$ cat src/rtl/fft_pkg.sv
// Shared constants and types for the post-FFT spectral peak detector.
package fft_pkg;

    localparam int DEF_BIT_WIDTH = 16;
    localparam int DEF_N         = 9;
    localparam int NUM_BINS      = 2**(DEF_N-1);

    // Squared magnitude of a {re, im} pair needs one bit beyond the square width
    function automatic int mag_width(input int bit_width);
        return 2*bit_width + 1;
    endfunction

    localparam int MAG_W = mag_width(DEF_BIT_WIDTH);

    typedef enum logic [1:0] {
        IDLE  = 2'd0,
        SCAN  = 2'd1,
        DRAIN = 2'd2,
        DONE  = 2'd3
    } peak_state_t;

endpackage

$ cat src/rtl/fft_peak_if.sv
// Signal bundle between the FFT core / system side (master) and the peak detector (slave).
interface fft_peak_if
    import fft_pkg::*;
#(
    parameter int BIT_WIDTH = DEF_BIT_WIDTH,
    parameter int N         = DEF_N
);

    logic                   fft_done;
    logic [2*BIT_WIDTH-1:0] dout;
    logic [2*BIT_WIDTH:0]   thresh;
    logic [N-1:0]           add_rd;
    logic                   busy;
    logic [N-2:0]           peak_bin;
    logic [2*BIT_WIDTH:0]   peak_mag;
    logic                   peak_found;
    logic                   peak_valid;

    modport master (
        output fft_done, dout, thresh,
        input  add_rd, busy, peak_bin, peak_mag, peak_found, peak_valid
    );

    modport slave (
        input  fft_done, dout, thresh,
        output add_rd, busy, peak_bin, peak_mag, peak_found, peak_valid
    );

endinterface

$ cat src/rtl/mag_sq.sv
// Three-stage pipelined re^2 + im^2 on a packed {re, im} two's complement word.
module mag_sq #(
    parameter int BIT_WIDTH = 16
) (
    input  logic                   clk,
    input  logic                   reset,
    input  logic                   in_valid,
    input  logic [2*BIT_WIDTH-1:0] din,
    output logic                   out_valid,
    output logic [2*BIT_WIDTH:0]   mag
);

    localparam int W  = BIT_WIDTH;
    localparam int SW = 2*BIT_WIDTH;

    logic signed [W-1:0]  re_r;
    logic signed [W-1:0]  im_r;
    logic signed [SW-1:0] re_ext_s;
    logic signed [SW-1:0] im_ext_s;
    logic signed [SW-1:0] re_prod_s;
    logic signed [SW-1:0] im_prod_s;
    logic [SW-1:0]        re_sq_r;
    logic [SW-1:0]        im_sq_r;
    logic [SW:0]          sum_r;
    logic [2:0]           vld_r;

    // Squares are formed at full width so (-2^(W-1))^2 does not wrap
    assign re_ext_s  = {{W{re_r[W-1]}}, re_r};
    assign im_ext_s  = {{W{im_r[W-1]}}, im_r};
    assign re_prod_s = re_ext_s * re_ext_s;
    assign im_prod_s = im_ext_s * im_ext_s;

    // Capture, square and sum stages with the valid bit travelling alongside
    always_ff @(posedge clk) begin
        if (reset) begin
            vld_r   <= 3'b000;
            re_r    <= '0;
            im_r    <= '0;
            re_sq_r <= '0;
            im_sq_r <= '0;
            sum_r   <= '0;
        end else begin
            vld_r   <= {vld_r[1:0], in_valid};
            re_r    <= din[SW-1:W];
            im_r    <= din[W-1:0];
            re_sq_r <= re_prod_s;
            im_sq_r <= im_prod_s;
            sum_r   <= {1'b0, re_sq_r} + {1'b0, im_sq_r};
        end
    end

    assign out_valid = vld_r[2];
    assign mag       = sum_r;

endmodule

$ cat src/rtl/fft_peak.sv
// Scans the positive-frequency bins of the FFT result memory after each transform
// and reports the strongest bin, its squared magnitude and a threshold flag.
module fft_peak
    import fft_pkg::*;
#(
    parameter int BIT_WIDTH = DEF_BIT_WIDTH,
    parameter int N         = DEF_N
) (
    input  logic     clk,
    input  logic     reset,
    fft_peak_if.slave bus
);

    localparam int MW = mag_width(BIT_WIDTH);
    localparam int BW = N - 1;
    localparam logic [N-1:0] LAST_ADDR  = {1'b0, {(N-1){1'b1}}};
    localparam logic [N-1:0] ADDR_ONE   = {{(N-1){1'b0}}, 1'b1};
    localparam logic [1:0]   DRAIN_LAST = 2'd3;

    peak_state_t          state_r;
    logic                 done_d_r;
    logic [N-1:0]         add_rd_r;
    logic                 busy_r;
    logic [1:0]           drain_cnt_r;
    logic [MW-1:0]        thresh_r;
    logic [MW-1:0]        max_mag_r;
    logic [BW-1:0]        max_bin_r;
    logic [MW-1:0]        peak_mag_r;
    logic [BW-1:0]        peak_bin_r;
    logic                 peak_found_r;
    logic                 peak_valid_r;
    logic                 in_valid_r;
    logic [3:0][BW-1:0]   bin_dly_r;
    logic                 mag_valid_s;
    logic [MW-1:0]        mag_s;
    logic [MW-1:0]        nxt_max_mag_s;
    logic [BW-1:0]        nxt_max_bin_s;
    logic                 scan_start_s;

    assign scan_start_s = bus.fft_done && !done_d_r;

    mag_sq #(
        .BIT_WIDTH (BIT_WIDTH)
    ) u_mag_sq (
        .clk       (clk),
        .reset     (reset),
        .in_valid  (in_valid_r),
        .din       (bus.dout),
        .out_valid (mag_valid_s),
        .mag       (mag_s)
    );

    // Read data lags the address by one cycle; stage 0 lines the bin index up with dout
    always_ff @(posedge clk) begin
        if (reset) begin
            in_valid_r <= 1'b0;
            bin_dly_r  <= '0;
        end else begin
            in_valid_r <= (state_r == SCAN);
            bin_dly_r  <= {bin_dly_r[2:0], add_rd_r[BW-1:0]};
        end
    end

    // Strictly-greater update keeps the lowest bin on ties
    always_comb begin
        nxt_max_mag_s = max_mag_r;
        nxt_max_bin_s = max_bin_r;
        if (mag_valid_s && (mag_s > max_mag_r)) begin
            nxt_max_mag_s = mag_s;
            nxt_max_bin_s = bin_dly_r[3];
        end else begin
            nxt_max_mag_s = max_mag_r;
            nxt_max_bin_s = max_bin_r;
        end
    end

    // Scan sequencer: edge detect, address sweep, pipeline drain, result publish
    always_ff @(posedge clk) begin
        if (reset) begin
            state_r      <= IDLE;
            done_d_r     <= 1'b0;
            add_rd_r     <= '0;
            busy_r       <= 1'b0;
            drain_cnt_r  <= 2'd0;
            thresh_r     <= '0;
            max_mag_r    <= '0;
            max_bin_r    <= '0;
            peak_mag_r   <= '0;
            peak_bin_r   <= '0;
            peak_found_r <= 1'b0;
            peak_valid_r <= 1'b0;
        end else begin
            done_d_r     <= bus.fft_done;
            peak_valid_r <= 1'b0;
            max_mag_r    <= nxt_max_mag_s;
            max_bin_r    <= nxt_max_bin_s;
            case (state_r)
                IDLE: begin
                    if (scan_start_s) begin
                        state_r   <= SCAN;
                        add_rd_r  <= ADDR_ONE;
                        busy_r    <= 1'b1;
                        thresh_r  <= bus.thresh;
                        max_mag_r <= '0;
                        max_bin_r <= '0;
                    end else begin
                        add_rd_r <= '0;
                        busy_r   <= 1'b0;
                    end
                end
                SCAN: begin
                    if (add_rd_r == LAST_ADDR) begin
                        state_r     <= DRAIN;
                        add_rd_r    <= '0;
                        drain_cnt_r <= 2'd0;
                    end else begin
                        add_rd_r <= add_rd_r + ADDR_ONE;
                    end
                end
                DRAIN: begin
                    // Final bin leaves the pipeline on the last drain cycle
                    if (drain_cnt_r == DRAIN_LAST) begin
                        state_r      <= DONE;
                        peak_bin_r   <= nxt_max_bin_s;
                        peak_mag_r   <= nxt_max_mag_s;
                        peak_found_r <= (nxt_max_mag_s >= thresh_r);
                        peak_valid_r <= 1'b1;
                    end else begin
                        drain_cnt_r <= drain_cnt_r + 2'd1;
                    end
                end
                DONE: begin
                    state_r <= IDLE;
                    busy_r  <= 1'b0;
                end
                default: begin
                    state_r  <= IDLE;
                    busy_r   <= 1'b0;
                    add_rd_r <= '0;
                end
            endcase
        end
    end

    assign bus.add_rd     = add_rd_r;
    assign bus.busy       = busy_r;
    assign bus.peak_bin   = peak_bin_r;
    assign bus.peak_mag   = peak_mag_r;
    assign bus.peak_found = peak_found_r;
    assign bus.peak_valid = peak_valid_r;

endmodule

$ cat src/flat_wrapper.sv
// flat-port wrapper written by rule: the top's interface ports become plain ports
module fft_peak_flat import fft_pkg::*;
#(
    parameter int BIT_WIDTH = DEF_BIT_WIDTH,
    parameter int N         = DEF_N
)
  (clk, reset, bus_fft_done, bus_dout, bus_thresh, bus_add_rd, bus_busy, bus_peak_bin, bus_peak_mag, bus_peak_found, bus_peak_valid);
  fft_peak_if #(.BIT_WIDTH(BIT_WIDTH), .N(N)) bus_i ();
  input  logic clk;
  input  logic reset;
  input wire logic [$bits(bus_i.fft_done)-1:0] bus_fft_done;
  input wire logic [$bits(bus_i.dout)-1:0] bus_dout;
  input wire logic [$bits(bus_i.thresh)-1:0] bus_thresh;
  output wire logic [$bits(bus_i.add_rd)-1:0] bus_add_rd;
  output wire logic [$bits(bus_i.busy)-1:0] bus_busy;
  output wire logic [$bits(bus_i.peak_bin)-1:0] bus_peak_bin;
  output wire logic [$bits(bus_i.peak_mag)-1:0] bus_peak_mag;
  output wire logic [$bits(bus_i.peak_found)-1:0] bus_peak_found;
  output wire logic [$bits(bus_i.peak_valid)-1:0] bus_peak_valid;
  assign bus_i.fft_done = bus_fft_done;
  assign bus_i.dout = bus_dout;
  assign bus_i.thresh = bus_thresh;
  assign bus_add_rd = bus_i.add_rd;
  assign bus_busy = bus_i.busy;
  assign bus_peak_bin = bus_i.peak_bin;
  assign bus_peak_mag = bus_i.peak_mag;
  assign bus_peak_found = bus_i.peak_found;
  assign bus_peak_valid = bus_i.peak_valid;
  fft_peak #(.BIT_WIDTH(BIT_WIDTH), .N(N)) u_core (.clk(clk), .reset(reset), .bus(bus_i));
endmodule
$ cat config.mk
export PLATFORM = sky130hd
export DESIGN_NAME = fft_peak_flat
export DESIGN_NICKNAME = d
export VERILOG_FILES = /design/src/rtl/fft_pkg.sv /design/src/rtl/fft_peak_if.sv /design/src/rtl/mag_sq.sv /design/src/rtl/fft_peak.sv /design/src/flat_wrapper.sv
export SDC_FILE = /design/constraint.sdc
export NUM_CORES = 2
export LEC_CHECK = 0
export ABC_AREA = 1
export CELL_PAD_IN_SITES_DETAIL_PLACEMENT = 1
export CELL_PAD_IN_SITES_GLOBAL_PLACEMENT = 2
export CORE_ASPECT_RATIO = 0.5
export CORE_MARGIN = 1
export CORE_UTILIZATION = 40
export CTS_CLUSTER_DIAMETER = 50
export DETAILED_ROUTE_END_ITERATION = 8
export DONT_BUFFER_PORTS = 1
export PLACE_DENSITY_LB_ADDON = 0.1
export SYNTH_ARGS = -nofsm -noshare
export SYNTH_HDL_FRONTEND = slang
export SYNTH_SLANG_ARGS = --single-unit
$ cat constraint.sdc
create_clock -name clk -period 13.7 [get_ports clk]
set_input_delay 2.74 -clock clk [delete_from_list [all_inputs] [get_ports clk]]
set_output_delay 2.74 -clock clk [all_outputs]
set_load 0.01 [all_outputs]
==> run metrics <==
Fin. Hold Viols 0; CP peak stage delay 1.04 ns; Post-CTS Resized 0; Vias/cell 4.914; Finished Cell Area 33660 um2; Pre-Repair DR Iteration Count 5; Post-Syn Area per Cell 7.850 um2; max-cap violation count 0; CP top delay family adder cells; Worst Max-Slew Pin Slew 1.097 ns; Syn-to-layout area delta 6.889%; Post-Syn Area 31500 um2; Ports 121; status finished clean; Placed Area 32380 um2; Hold Path Stages 2; H-tree Lvls 2; Worst-path clk slew 0.06 ns; CTS root buffer clkbuf_16; reg2reg start u_core.u_mag_sq.im_r[15]; gp weighted congestion 0.8707; Chip Width 398.8 um; WHS Endpoint u_core.bin_dly_r[22]; dpl hpwl 72030 um; DRC viols 0; Worst EP required 14.20 ns; Initial DRC Count 1138; Antenna Violating Nets Remaining 0; most frequent CP cell fa_1; Buf/Inv on CP 6; Routed WL 87600 um; pin count of the biggest net entering global routing 139; Critical Path, Cell by Cell clkinv_1 -> nor2_1 -> fa_1 -> fa_1 -> inv_1 -> fa_1 -> inv_1 -> fa_1 -> fa_1 -> inv_1 -> fa_1 -> inv_1 -> ha_1 -> nand2_1 -> nor2_1 -> inv_1 -> nor3_1 -> nand4_1 -> nand3b_1 -> o21ai_0 -> a21oi_1; Die Y 200.4 um; Max Slew Vio Count 0; Post-synth EDFFs 0; R2R depth 21; core area 77560 um2; crit path max-delay cell type dfxtp_1; vias post-DR 24580; Peak VDD IR 91.64 uV; worst r2r dst u_core.u_mag_sq.im_sq_r[22]; post-route minimum period 6.756 ns; register area share after synthesis 18.75%; first-pass GRT wire length 144800 um; number of global-route vias before repair 27200; share of layout cells above drive strength 1 3.152%; WL/cell 17.51 um; remaining global-route overflow 0; WHS 0.4026 ns; initial cell density of the core 40.61%; antenna violations before repair 2; Slew HR 26.80%; CTS Buf Count 38; Yosys Warn Count 0; WS Path Type register to register; leakage power 17.90 nW; Mapped Cells 4012; footprint of the multi-input gates 21250 um2; PortBufs 0; Cell variety after synth 43; total negative slack 0 ns; FF/Latch Area 5906 um2; #FFs+latches synth 295; unrepaired setup endpoints after global routing no; ys flop type dfxtp_1; final worst-path cycle share 49.32%; Clock Path Buffers 3; clk_skew 0.01543 ns; Sink Count 295; min-delay worst type register to register; Area contributors post-synth fa_1, dfxtp_1, inv_1; Max Fclk 0.1480 GHz; syn nets 4824; row cnt 72; critical path endpoint category register; fin nets 4750; cts hold-fix bufs 0; hold_sp u_core.bin_dly_r[14]; share of the synthesized area in the top cell type 29.68%; leading area contributor after synthesis fa_1; post-CTS setup buffer count 0; die area 79930 um2; crit path DAT 7.26 ns; Async SR Flop Fraction 0%; clock latency on the worst-skew pair 0.58 ns; Worst Setup SP u_core.u_mag_sq.im_r[15]; Cell Pwr Density 139.4 nW/um2; # setup viols final 0; gr usage total 22.84%; CTS tree yes; R2R Setup Slk 6.94 ns; Startpoint Class register; Fillers 9462; crit-path max FO 24
[flip-flops by register name, summed over array words and instances, names as in the netlist, 8 cells and up]
name                     count
u_core.bus.peak_mag         33
u_core.max_mag_r            33
u_core.thresh_r             33
u_core.u_mag_sq.mag         33
u_core.bin_dly_r            32
u_core.u_mag_sq.im_sq_r     31
u_core.u_mag_sq.re_sq_r     31
u_core.u_mag_sq.im_r        16
u_core.u_mag_sq.re_r        16
u_core.bus.add_rd            9
u_core.bus.peak_bin          8
u_core.max_bin_r             8
[stage by stage]
step / total power [W] / setup slack [ns] / std cells / utilization, %
after floorplan: 0.002907 / 8.020 / 4012 / -
after global placement: 0.003648 / 6.901 / 4934 / 41.75
after detailed placement: 0.003693 / 6.944 / 4934 / 41.75
after CTS: 0.004768 / 6.883 / 5002 / 43.40
after global routing: 0.005178 / 6.517 / 5002 / 43.40
final: 0.004694 / 6.944 / 5003 / 43.40
[worst reg2reg max path, cell delays in order, from the launching register on]
cell      delay (ns)
dfxtp_1         1.04
clkinv_1        0.71
nor2_1          0.29
fa_1            0.46
fa_1            0.50
inv_1           0.05
fa_1            0.48
inv_1           0.06
fa_1            0.45
fa_1            0.50
inv_1           0.05
fa_1            0.47
inv_1           0.04
ha_1            0.40
nand2_1         0.14
nor2_1          0.12
inv_1           0.07
nor3_1          0.33
nand4_1         0.16
nand3b_1        0.14
o21ai_0         0.08
a21oi_1         0.15
[layout make-up]
| class | instances | area share [%] |
|---|---|---|
| antenna | 1 | 0.007433 |
| clock buffer | 51 | 3.181 |
| clock inverter | 17 | 0.6244 |
| inverter | 1019 | 11.37 |
| multi-input combinational | 2570 | 63.12 |
| sequential | 295 | 17.54 |
| tap | 1036 | 3.850 |
| timing repair buffer | 14 | 0.3122 |
[worst max path at each step]
stage | end | slack [ns] | cells past startpoint
3_5_place_dp | u_core.u_mag_sq.im_sq_r[22] | 6.94 | 21
4_1_cts | u_core.u_mag_sq.im_sq_r[22] | 6.88 | 21
6_report | u_core.u_mag_sq.im_sq_r[22] | 6.94 | 21
5_1_grt | u_core.u_mag_sq.im_sq_r[22] | 6.52 | 21
3_3_place_gp | u_core.u_mag_sq.im_sq_r[22] | 6.90 | 21
2_1_floorplan | u_core.u_mag_sq.im_sq_r[29] | 8.02 | 21
[routing by layer]
metal / vias up / global-route usage (%) / wire [um] / part of all wire (%)
met4: 2 / 4.009 / 1348 / 1.5
met1: 12260 / 33.10 / 43990 / 50
met2: 298 / 36.77 / 39400 / 45
li1: 11940 / - / - / -
met3: 78 / 2.922 / 2861 / 3.3
met5: - / 0 / 7 / 0.0080
[layout by cell type, fill, tap and decap left out, drive strengths merged, types with 2 or more instances in the layout]
master    Yosys  layout
a211oi        5       5
a21boi       12      12
a21o         15      15
a21oi       279     279
a31o          4       4
a31oi         3       3
buf          17      14
bufinv        0       2
clkbuf      111      51
clkinv        2       8
clkinvlp      0       2
dfxtp       295     295
fa          467     467
ha          277     277
inv        1017    1024
nand2       674     674
nand3       154     154
nand3b        3       3
nand4        31      31
nor2        352     352
nor3         35      35
nor4          5       5
o211ai        8       8
o21a         18      18
o21ai       146     146
o21bai       27      27
or2           6       6
xnor2        23      23
xor2         21      21
[cell usage after synthesis (21+ instances only)]
| master | count |
|---|---|
| nor3_1 | 35 |
| xor2_1 | 21 |
| nor2_1 | 351 |
| o21ai_0 | 142 |
| inv_1 | 1015 |
| o21bai_1 | 26 |
| fa_1 | 467 |
| clkbuf_1 | 111 |
| ha_1 | 277 |
| dfxtp_1 | 295 |
| a21oi_1 | 279 |
| nand3_1 | 153 |
| nand2_1 | 643 |
| xnor2_1 | 23 |
| nand2_2 | 30 |
| nand4_1 | 31 |
[cells by family after synthesis]
group | after synthesis | synth area share [%]
buffers and inverters | 1147 | 13.83
adders and majority gates | 744 | 40.69
and+or+nand+nor | 1261 | 16.44
xor gates and xnor gates | 44 | 1.224
DFF | 295 | 18.75
AOI/OAI and AO/OA | 521 | 9.066
[power breakdown]
part / total, W / switching, W / internal (W)
logic: 0.00255 / 0.00168 / 0.000866
clock network: 0.00104 / 0.000437 / 0.000600
registers: 0.00111 / 0.000117 / 0.000991
Note: power is estimated with default switching activity, not from simulation.
